$ cat src/rtl/uart_frame_packer.sv
// Packs NUM_BYTES received UART bytes (first byte in the MSBs) into one word and offers it with valid/ready.
// Defining UART_FRAME_PACKER_CHECKSUM_EN adds a trailing XOR checksum byte to every frame.
module uart_frame_packer #(
  parameter int NUM_BYTES      = 3,
  parameter int TIMEOUT_CYCLES = 300
) (
  input  logic                   clk,
  input  logic                   reset,
  input  logic                   in_valid,
  input  logic [7:0]             in_data,
  input  logic                   out_ready,
  output logic                   out_valid,
  output logic [8*NUM_BYTES-1:0] out_data,
  output logic                   busy,
  output logic                   frame_err,
  output logic                   overrun
);
  localparam int W  = 8 * NUM_BYTES;
  localparam int CW = $clog2(NUM_BYTES + 1);

  typedef enum logic [1:0] {IDLE, COLLECT, HOLD} state_t;

  state_t        state_q, state_d;
  logic [CW-1:0] count_q, count_d;
  logic [W-1:0]  shift_q, shift_d;
  logic [W-1:0]  out_data_q, out_data_d;
  logic          frame_err_q, frame_err_d;
  logic          overrun_q, overrun_d;
  logic          expire;
  logic          last_pos;
  logic          payload;
  logic          csum_ok;

`ifdef UART_FRAME_PACKER_CHECKSUM_EN
  logic [7:0] csum_q, csum_d;

  // With a checksum the frame ends on the byte after the last payload byte.
  assign last_pos = (count_q == CW'(NUM_BYTES));
  assign payload  = in_valid && ((state_q == IDLE) || ((state_q == COLLECT) && !last_pos));
  assign csum_ok  = (csum_q == in_data);

  always_comb begin
    csum_d = csum_q;
    if (payload) csum_d = (state_q == IDLE) ? in_data : (csum_q ^ in_data);
  end

  always_ff @(posedge clk) begin
    if (reset) csum_q <= '0;
    else       csum_q <= csum_d;
  end
`else
  assign last_pos = (count_q == CW'(NUM_BYTES - 1));
  assign payload  = in_valid && ((state_q == IDLE) || (state_q == COLLECT));
  assign csum_ok  = 1'b1;
`endif

  generate
    if (TIMEOUT_CYCLES > 0) begin : g_timer
      localparam int TW = $clog2(TIMEOUT_CYCLES + 1);
      logic [TW-1:0] timer_q, timer_d;

      always_comb begin
        timer_d = '0;
        if (state_d == COLLECT) begin
          if (in_valid)             timer_d = TW'(TIMEOUT_CYCLES);
          else if (timer_q != '0)   timer_d = timer_q - TW'(1);
        end
      end

      always_ff @(posedge clk) begin
        if (reset) timer_q <= '0;
        else       timer_q <= timer_d;
      end

      // A byte arriving on the expiry cycle wins over the timeout.
      assign expire = (state_q == COLLECT) && !in_valid && (timer_q == TW'(1));
    end else begin : g_no_timer
      assign expire = 1'b0;
    end
  endgenerate

  always_ff @(posedge clk) begin
    if (reset) state_q <= IDLE;
    else       state_q <= state_d;
  end

  always_comb begin
    state_d = state_q;
    case (state_q)
      IDLE:    if (in_valid) state_d = last_pos ? HOLD : COLLECT;
      COLLECT: begin
        if (in_valid && last_pos) state_d = csum_ok ? HOLD : IDLE;
        else if (expire)          state_d = IDLE;
      end
      HOLD:    if (out_ready) state_d = IDLE;
      default: state_d = IDLE;
    endcase
  end

  always_comb begin
    out_valid = (state_q == HOLD);
    busy      = (state_q == COLLECT);
    out_data  = out_data_q;
    frame_err = frame_err_q;
    overrun   = overrun_q;
  end

  // Bytes are written into their slot by position, so the finished word is shift_d itself.
  always_comb begin
    shift_d = shift_q;
    for (int i = 0; i < NUM_BYTES; i++) begin
      if (payload && (count_q == CW'(i))) shift_d[W-1-8*i -: 8] = in_data;
    end
    count_d = '0;
    if (state_d == COLLECT) count_d = payload ? (count_q + CW'(1)) : count_q;
    out_data_d = out_data_q;
    if ((state_d == HOLD) && (state_q != HOLD)) out_data_d = shift_d;
    frame_err_d = (state_q == COLLECT) && (expire || (in_valid && last_pos && !csum_ok));
    overrun_d   = (state_q == HOLD) && in_valid;
  end

  always_ff @(posedge clk) begin
    if (reset) begin
      count_q     <= '0;
      shift_q     <= '0;
      out_data_q  <= '0;
      frame_err_q <= 1'b0;
      overrun_q   <= 1'b0;
    end else begin
      count_q     <= count_d;
      shift_q     <= shift_d;
      out_data_q  <= out_data_d;
      frame_err_q <= frame_err_d;
      overrun_q   <= overrun_d;
    end
  end
endmodule
$ cat config.mk
export PLATFORM = sky130hd
export DESIGN_NAME = uart_frame_packer
export DESIGN_NICKNAME = d
export VERILOG_FILES = /design/src/rtl/uart_frame_packer.sv
export SDC_FILE = /design/constraint.sdc
export NUM_CORES = 1
export LEC_CHECK = 0
export ABC_AREA = 1
export CORE_MARGIN = 3
export CORE_UTILIZATION = 45
export CTS_BUF_LIST = sky130_fd_sc_hd__clkbuf_8
export DETAILED_ROUTE_END_ITERATION = 8
export GPL_ROUTABILITY_DRIVEN = 0
export PLACE_DENSITY_LB_ADDON = 0.15
export SYNTH_ARGS = -nofsm -noshare
export SYNTH_HDL_FRONTEND = slang
export SYNTH_SLANG_ARGS = --single-unit
$ cat constraint.sdc
create_clock -name clk -period 2.2 [get_ports clk]
set_input_delay 0.66 -clock clk [delete_from_list [all_inputs] [get_ports clk]]
set_output_delay 0.66 -clock clk [all_outputs]
set_load 0.005 [all_outputs]
==> results of run 1 <==
==> layout make-up <==
type                            instances  area [µm²]  share of cell area (%)
Inverter                               54       202.7                   7.010
Timing Repair Buffer                   46       442.9                   15.32
Multi-Input combinational cell        185       970.9                   33.58
Sequential cell                        55        1102                   38.12
Clock inverter                          3       20.02                  0.6923
Tap cell                               67       83.83                   2.899
Clock buffer                            5       68.82                   2.380
==> report_power, final <==
part	internal (W)	switching, W
clock	0.000222	0.000325
sequential	0.00104	0.0000227
combinational	0.000133	0.000203
total	0.00139	0.000551
==> metal layers <==
layer	share of wire, %	wire length [µm]
met1	52	2447
met5	0	0
met4	0.98	46
met2	43	2026
met3	4.0	190
==> flip-flops by register name, indices dropped and copies added, names as in the netlist <==
| register | cells |
|---|---|
| g_timer.timer_q | 9 |
| out_data | 24 |
| shift_q | 16 |
| count_q | 2 |
| frame_err | 1 |
| overrun | 1 |
| state_q | 2 |
==> metrics by stage <==
step                total power [W]  setup slack [ps]
global route               0.002058             65.85
global placement           0.001414             139.2
finish                     0.001942             161.0
CTS                        0.001967             67.56
detailed placement         0.001416             122.1
floorplan                  0.001332             729.6
==> kinds of logic after synthesis <==
| group | count (synthesis) | synth area share, % |
|---|---|---|
| buffers and inverters | 68 | 11.87 |
| xor gates and xnor gates | 6 | 2.235 |
| DFF | 55 | 46.83 |
| and+or+nand+nor | 119 | 21.82 |
| adders and majority gates | 6 | 3.193 |
| AOI/OAI and AO/OA | 54 | 14.05 |
==> synth_stat cells <==
library cell	number
inv_1	52
inv_2	2
buf_4	2
o21ai_0	3
buf_2	1
nand4_1	1
xor2_1	4
o21ai_1	7
nand2_4	2
a21oi_1	28
nand2_1	49
dfxtp_1	55
nand3_1	23
ha_1	6
xnor2_1	2
or2_0	1
clkbuf_1	9
nor2_8	1
buf_6	2
nor2_1	41
o21ai_2	16
nor3_1	1
==> worst max-delay path, cell delays in order (launching register included) <==
cell and delay, ps:
dfxtp_2 400, inv_2 50, nor2_1 120, clkdlybuf4s50_1 520
==> worst max path at each step <==
stage | startpoint | endpoint | cells past startpoint
3_3_place_gp | in_valid | g_timer.timer_q[5]$_SDFF_PP0_ | 9
5_1_grt | state_q[1]$_SDFF_PP0_ | out_valid | 3
3_5_place_dp | in_valid | g_timer.timer_q[5]$_SDFF_PP0_ | 9
4_1_cts | state_q[1]$_SDFF_PP0_ | out_valid | 3
6_report | state_q[1]$_SDFF_PP0_ | out_valid | 3
2_1_floorplan | in_valid | out_data[20]$_SDFFE_PP0P_ | 6
==> what timing repair did <==
action | CTS | global route
gates resized for setup | 0 | 1
hold endpoints to repair | 0 | 0
setup endpoints to repair | 0 | 1
==> cell usage in the layout (no fill, tap or decap) <==
| cell type | instances |
|---|---|
| ha_1 | 6 |
| nand2_4 | 2 |
| clkdlybuf4s50_1 | 39 |
| nand3_1 | 23 |
| inv_2 | 2 |
| o21ai_2 | 16 |
| inv_1 | 52 |
| o21ai_1 | 7 |
| o21ai_0 | 3 |
| clkinvlp_4 | 2 |
| dfxtp_2 | 1 |
| nor2_1 | 41 |
| or2_0 | 1 |
| dfxtp_1 | 54 |
| nand4_1 | 1 |
| clkbuf_8 | 5 |
| xor2_1 | 4 |
| nor3_1 | 1 |
| a21oi_1 | 28 |
| buf_4 | 7 |
| xnor2_1 | 2 |
| clkinv_2 | 1 |
| nor2_8 | 1 |
| nand2_1 | 49 |
==> summary.txt, run 1 <==
Clock network
  • H-Tree Depth: 2
  • Post-CTS Setup Inserts: 0
  • CTS tree: done
  • Maximum clock path buffer count: 2
  • Reg clk slew, reported paths: 100 ps
  • Worst skew pair latency: 310 ps
  • # hold bufs at CTS: 0
  • # clock sinks: 55
  • Number of buffers created by CTS: 5
  • Root buffer cell: clkbuf_8

Detailed routing
  • Drt pass-1 iters: 4
  • Antenna-violating nets left: 0
  • Final wirelength: 4.711 mm
  • Routed length per instance: 11.35 µm
  • Initial drt markers: 100
  • Via count: 1919
  • Vias per inst: 4.624
  • Drc violations: 0

Synth
  • Sequential share of the synthesized area: 46.83%
  • Mapped Area: 2351 µm²
  • Synth warn: 0
  • Area contributors post-synth: dfxtp_1 (47%), inv_1 (8.3%), nand2_1 (7.8%)
  • Cell variety after synth: 22
  • Synth Net Count: 326
  • Cells after synthesis: 308
  • Area share of the largest cell type after synthesis: 46.83%
  • Synth Area per Inst: 7.633 µm²
  • Synth Register Bits: 55
  • Dominant cell type by area after synthesis: dfxtp_1

Floorplan
  • Die area: 6128 µm²
  • Row Count: 25
  • Height of the chip: 78.28 µm
  • Core box area: 4880 µm²
  • Io pins: 40
  • Initial Util: 48.18%
  • Die X-Extent: 78.28 µm

Finish
  • Layout Utilization: 59.26%
  • Antenna fix cells: 0
  • Layout cell share with drive strength beyond 1: 10.63%
  • Nets: 365
  • Final Cell Area: 2892 µm²
  • Fill count: 473
  • Fin cells: 415
  • Area Growth Syn to Fin: 22.99%

Power
  • PwrDens: 671.5 nW/µm²
  • Max VDD drop: 329.7 µV
  • Leakage: 1.169 nW

Worst setup path
  • Arrival time at the worst endpoint: 1380 ps
  • R2R Path Start: count_q[0]$_SDFFE_PP0P_
  • Reg2reg setup slack: 430 ps
  • Critical Path End Type: primary output
  • WS Path Type: reg2out
  • Crit Path Max Fanout: 2
  • Worst r2r dst: g_timer.timer_q[5]$_SDFF_PP0_
  • CP startpoint kind: flop
  • Reg2Reg Depth: 7
  • WP data required: 1540 ps

GRT
  • Initial antenna violation count: 0
  • Met3 Track Usage GR: 4.587%
  • Global routing usage on met2: 25.17%
  • Vias in the first global route: 1729
  • First-pass GRT wire length: 8.093 mm
  • GR peak layer: met2
  • Congestion Overflow GR: 0
  • All-Layer GR Usage: 16.57%
  • Largest net degree at the start of global routing: 21
  • Met1 global-route usage: 22.80%

Worst hold path
  • Worst Min Path Start: out_data[2]$_SDFFE_PP0P_
  • Hold Path Sink: out_data[2]$_SDFFE_PP0P_
  • Worst hold path class: reg2reg
  • WHS Path Cells: 2

Timing
  • Slew headroom: 52.18%
  • Final Skew: 8.355 ps
  • Final hold viol count: 0
  • Max Transition Viols Final: 0
  • # setup viols final: 0
  • Minimum hold slack: 448.7 ps
  • Slew @ Worst Pin: 717.4 ps
  • Ratio of final minimum period to clock period: 92.68%
  • Min Tclk post-route: 2039 ps
  • RSZ-0062 raised after global routing: no
  • Fmax: 0.4904 GHz
  • Final TNS setup: 0 ps

Placed design
  • # placed instances: 407
  • Placed cell areas: 2801 µm²
  • Dpl hpwl: 3.370 mm
  • PortBufs: 39

Job
  • Max cap viols: 0

Status
  • Outcome: finished, final reports clean
No activity file was read; power rests on OpenSTA's default activity.
==> run 2, diff against run 1 <==
ABC_CLOCK_PERIOD_IN_PS = 2200   (was unset)
CTS_BUF_LIST = sky130_fd_sc_hd__clkbuf_16   (was sky130_fd_sc_hd__clkbuf_8)
==> run 2 against run 1 <==
Critical path depth stayed put. Die area stayed put. Via count is 0.36% lower. Sequential power hardly changed. First-iteration DRC count is 8.0% lower. Sequential cell count stayed put. Global-route usage hardly changed. Fmax is 2.4% lower. Final cell count stayed put.
==> summary.txt, run 2 (synthesized netlist as in run 1, its figures left out) <==
Floorplan
  • Core box area: 4880 µm²
  • Die area: 6128 µm²
  • Initial Util: 48.18%
  • Height of the chip: 78.28 µm
  • Row Count: 25
  • Die X-Extent: 78.28 µm
  • Io pins: 40

GRT
  • Congestion Overflow GR: 0
  • Largest net degree at the start of global routing: 21
  • Initial antenna violation count: 0
  • Vias in the first global route: 1721
  • All-Layer GR Usage: 16.62%
  • First-pass GRT wire length: 8.114 mm

Worst setup path
  • CP startpoint kind: flop
  • Worst path buffer plus inverter count: 2
  • Critical Path End Type: primary output
  • CP max-delay cell: clkdlybuf4s50_1
  • Crit Path Max Fanout: 2
  • Critical Path Max Stage Delay: 520 ps
  • Worst-path cell chain: inv_2, nor2_1, clkdlybuf4s50_1
  • WS Path Type: reg2out
  • Delay-heaviest family, CP: buffers and inverters
  • Arrival time at the worst endpoint: 1430 ps
  • WP data required: 1540 ps

Power
  • Internal cell power: 0.001589 W
  • Gate power share: 15.6%
  • Reg power frac: 48.9%
  • Max VDD drop: 415.2 µV
  • Clock network fraction of total power: 35.5%
  • Switching Share: 26.53%
  • Switching Power: 0.0005739 W
  • PwrDens: 734.1 nW/µm²
  • Leakage: 1.195 nW

Finish
  • Nets: 365
  • Commonest non-fill, non-tap cells in the layout: dfxtp_1 (55), inv_1 (52), nand2_1 (49), nor2_1 (41), clkdlybuf4s50_1 (39)
  • Layout cell share with drive strength beyond 1: 10.34%
  • Final Cell Area: 2947 µm²
  • Largest register FFs: 24
  • Antenna fix cells: 0
  • Commonest non-fill, non-tap cell in the layout: dfxtp_1
  • Area Growth Syn to Fin: 25.33%

Clock network
  • # clock sinks: 55
  • Root buffer cell: clkbuf_16
  • CTS tree: done
  • Reg clk slew, reported paths: 70 ps
  • CTS-repair resized insts: 0
  • Number of buffers created by CTS: 5
  • # hold bufs at CTS: 0
  • Post-CTS Setup Inserts: 0
  • H-Tree Depth: 2
  • Worst skew pair latency: 290 ps
  • Maximum clock path buffer count: 2

Placed design
  • Place WS: 122.1 ps
  • PortBufs: 39
  • Placed cell areas: 2801 µm²
  • Dpl hpwl: 3.370 mm

Status
  • Outcome: finished, final reports clean

Timing
  • Final Skew: 4.309 ps
  • Min Tclk post-route: 2088 ps
  • RSZ-0062 raised after global routing: no
  • Max Transition Viols Final: 0
  • Final hold viol count: 0
  • Ratio of final minimum period to clock period: 94.91%
  • Slew @ Worst Pin: 733.6 ps
  • Fmax: 0.4789 GHz
  • Worst Setup Slack, final: 111.9 ps
  • Slew headroom: 51.09%
  • # setup viols final: 0
  • Final TNS setup: 0 ps

Worst hold path
  • Worst hold path class: reg2reg

Detailed routing
  • Antenna-violating nets left: 0
  • Drc violations: 0
  • Via count: 1912
  • Initial drt markers: 92
  • Drt pass-1 iters: 4
  • Routed length per instance: 11.41 µm
  • Final wirelength: 4.737 mm
  • Vias per inst: 4.607

Job
  • Max cap viols: 0
==> run 2: cell counts in the layout (fill, tap and decap cells not counted) <==
No cell type changed its count.
==> run 2: layout make-up <==
class | count | area, µm²
Clock buffer | 5 | 125.1
Clock inverter | 3 | 20.02
Fill cell | 473 | 1933
Inverter | 54 | 202.7
Multi-Input combinational cell | 185 | 970.9
Sequential cell | 55 | 1101
Tap cell | 67 | 83.83
Timing Repair Buffer | 46 | 442.9
==> run 2: final timing paths <==
check | slack [ps] | cells past startpoint | to | start
setup / recovery | 110 | 3 | out_valid | state_q[1]$_SDFF_PP0_
setup reg to reg | 400 | 7 | g_timer.timer_q[5]$_SDFF_PP0_ | count_q[0]$_SDFFE_PP0P_
hold reg to reg | 440 | 2 | out_data[2]$_SDFFE_PP0P_ | out_data[2]$_SDFFE_PP0P_
hold / removal | 440 | 2 | out_data[2]$_SDFFE_PP0P_ | out_data[2]$_SDFFE_PP0P_
==> run 2: metal layers <==
layer,wire length [µm],global-route usage [%],vias up
met5,0,0,-
met4,32,5.245,0
met3,240,4.587,4
met2,2011,25.26,37
met1,2453,22.87,837
li1,-,-,1034
==> run 2: worst min-delay path: stages, from the launching register on <==
cell and delay [ps]:
dfxtp_1 310, inv_1 40, a21oi_1 50
==> run 2: metrics by stage <==
stage	power (W)	hold slack, ps	instances	utilization, %
after floorplan	0.001332	417.3	308	-
after global placement	0.001414	427.5	407	57.41
after detailed placement	0.001416	436.2	407	57.41
after CTS	0.002188	446.9	415	60.38
after global routing	0.002279	468.5	415	60.38
final	0.002163	444.5	415	60.38
==> run 2: power groups by stage <==
stage	sequential [W]	clock [W]	combinational [W]
2_1_floorplan	0.00108	0	0.000256
3_3_place_gp	0.00108	0	0.000334
3_5_place_dp	0.00108	0	0.000335
4_1_cts	0.00106	0.000791	0.000338
5_1_grt	0.00106	0.000833	0.000383
6_report	0.00106	0.000767	0.000337
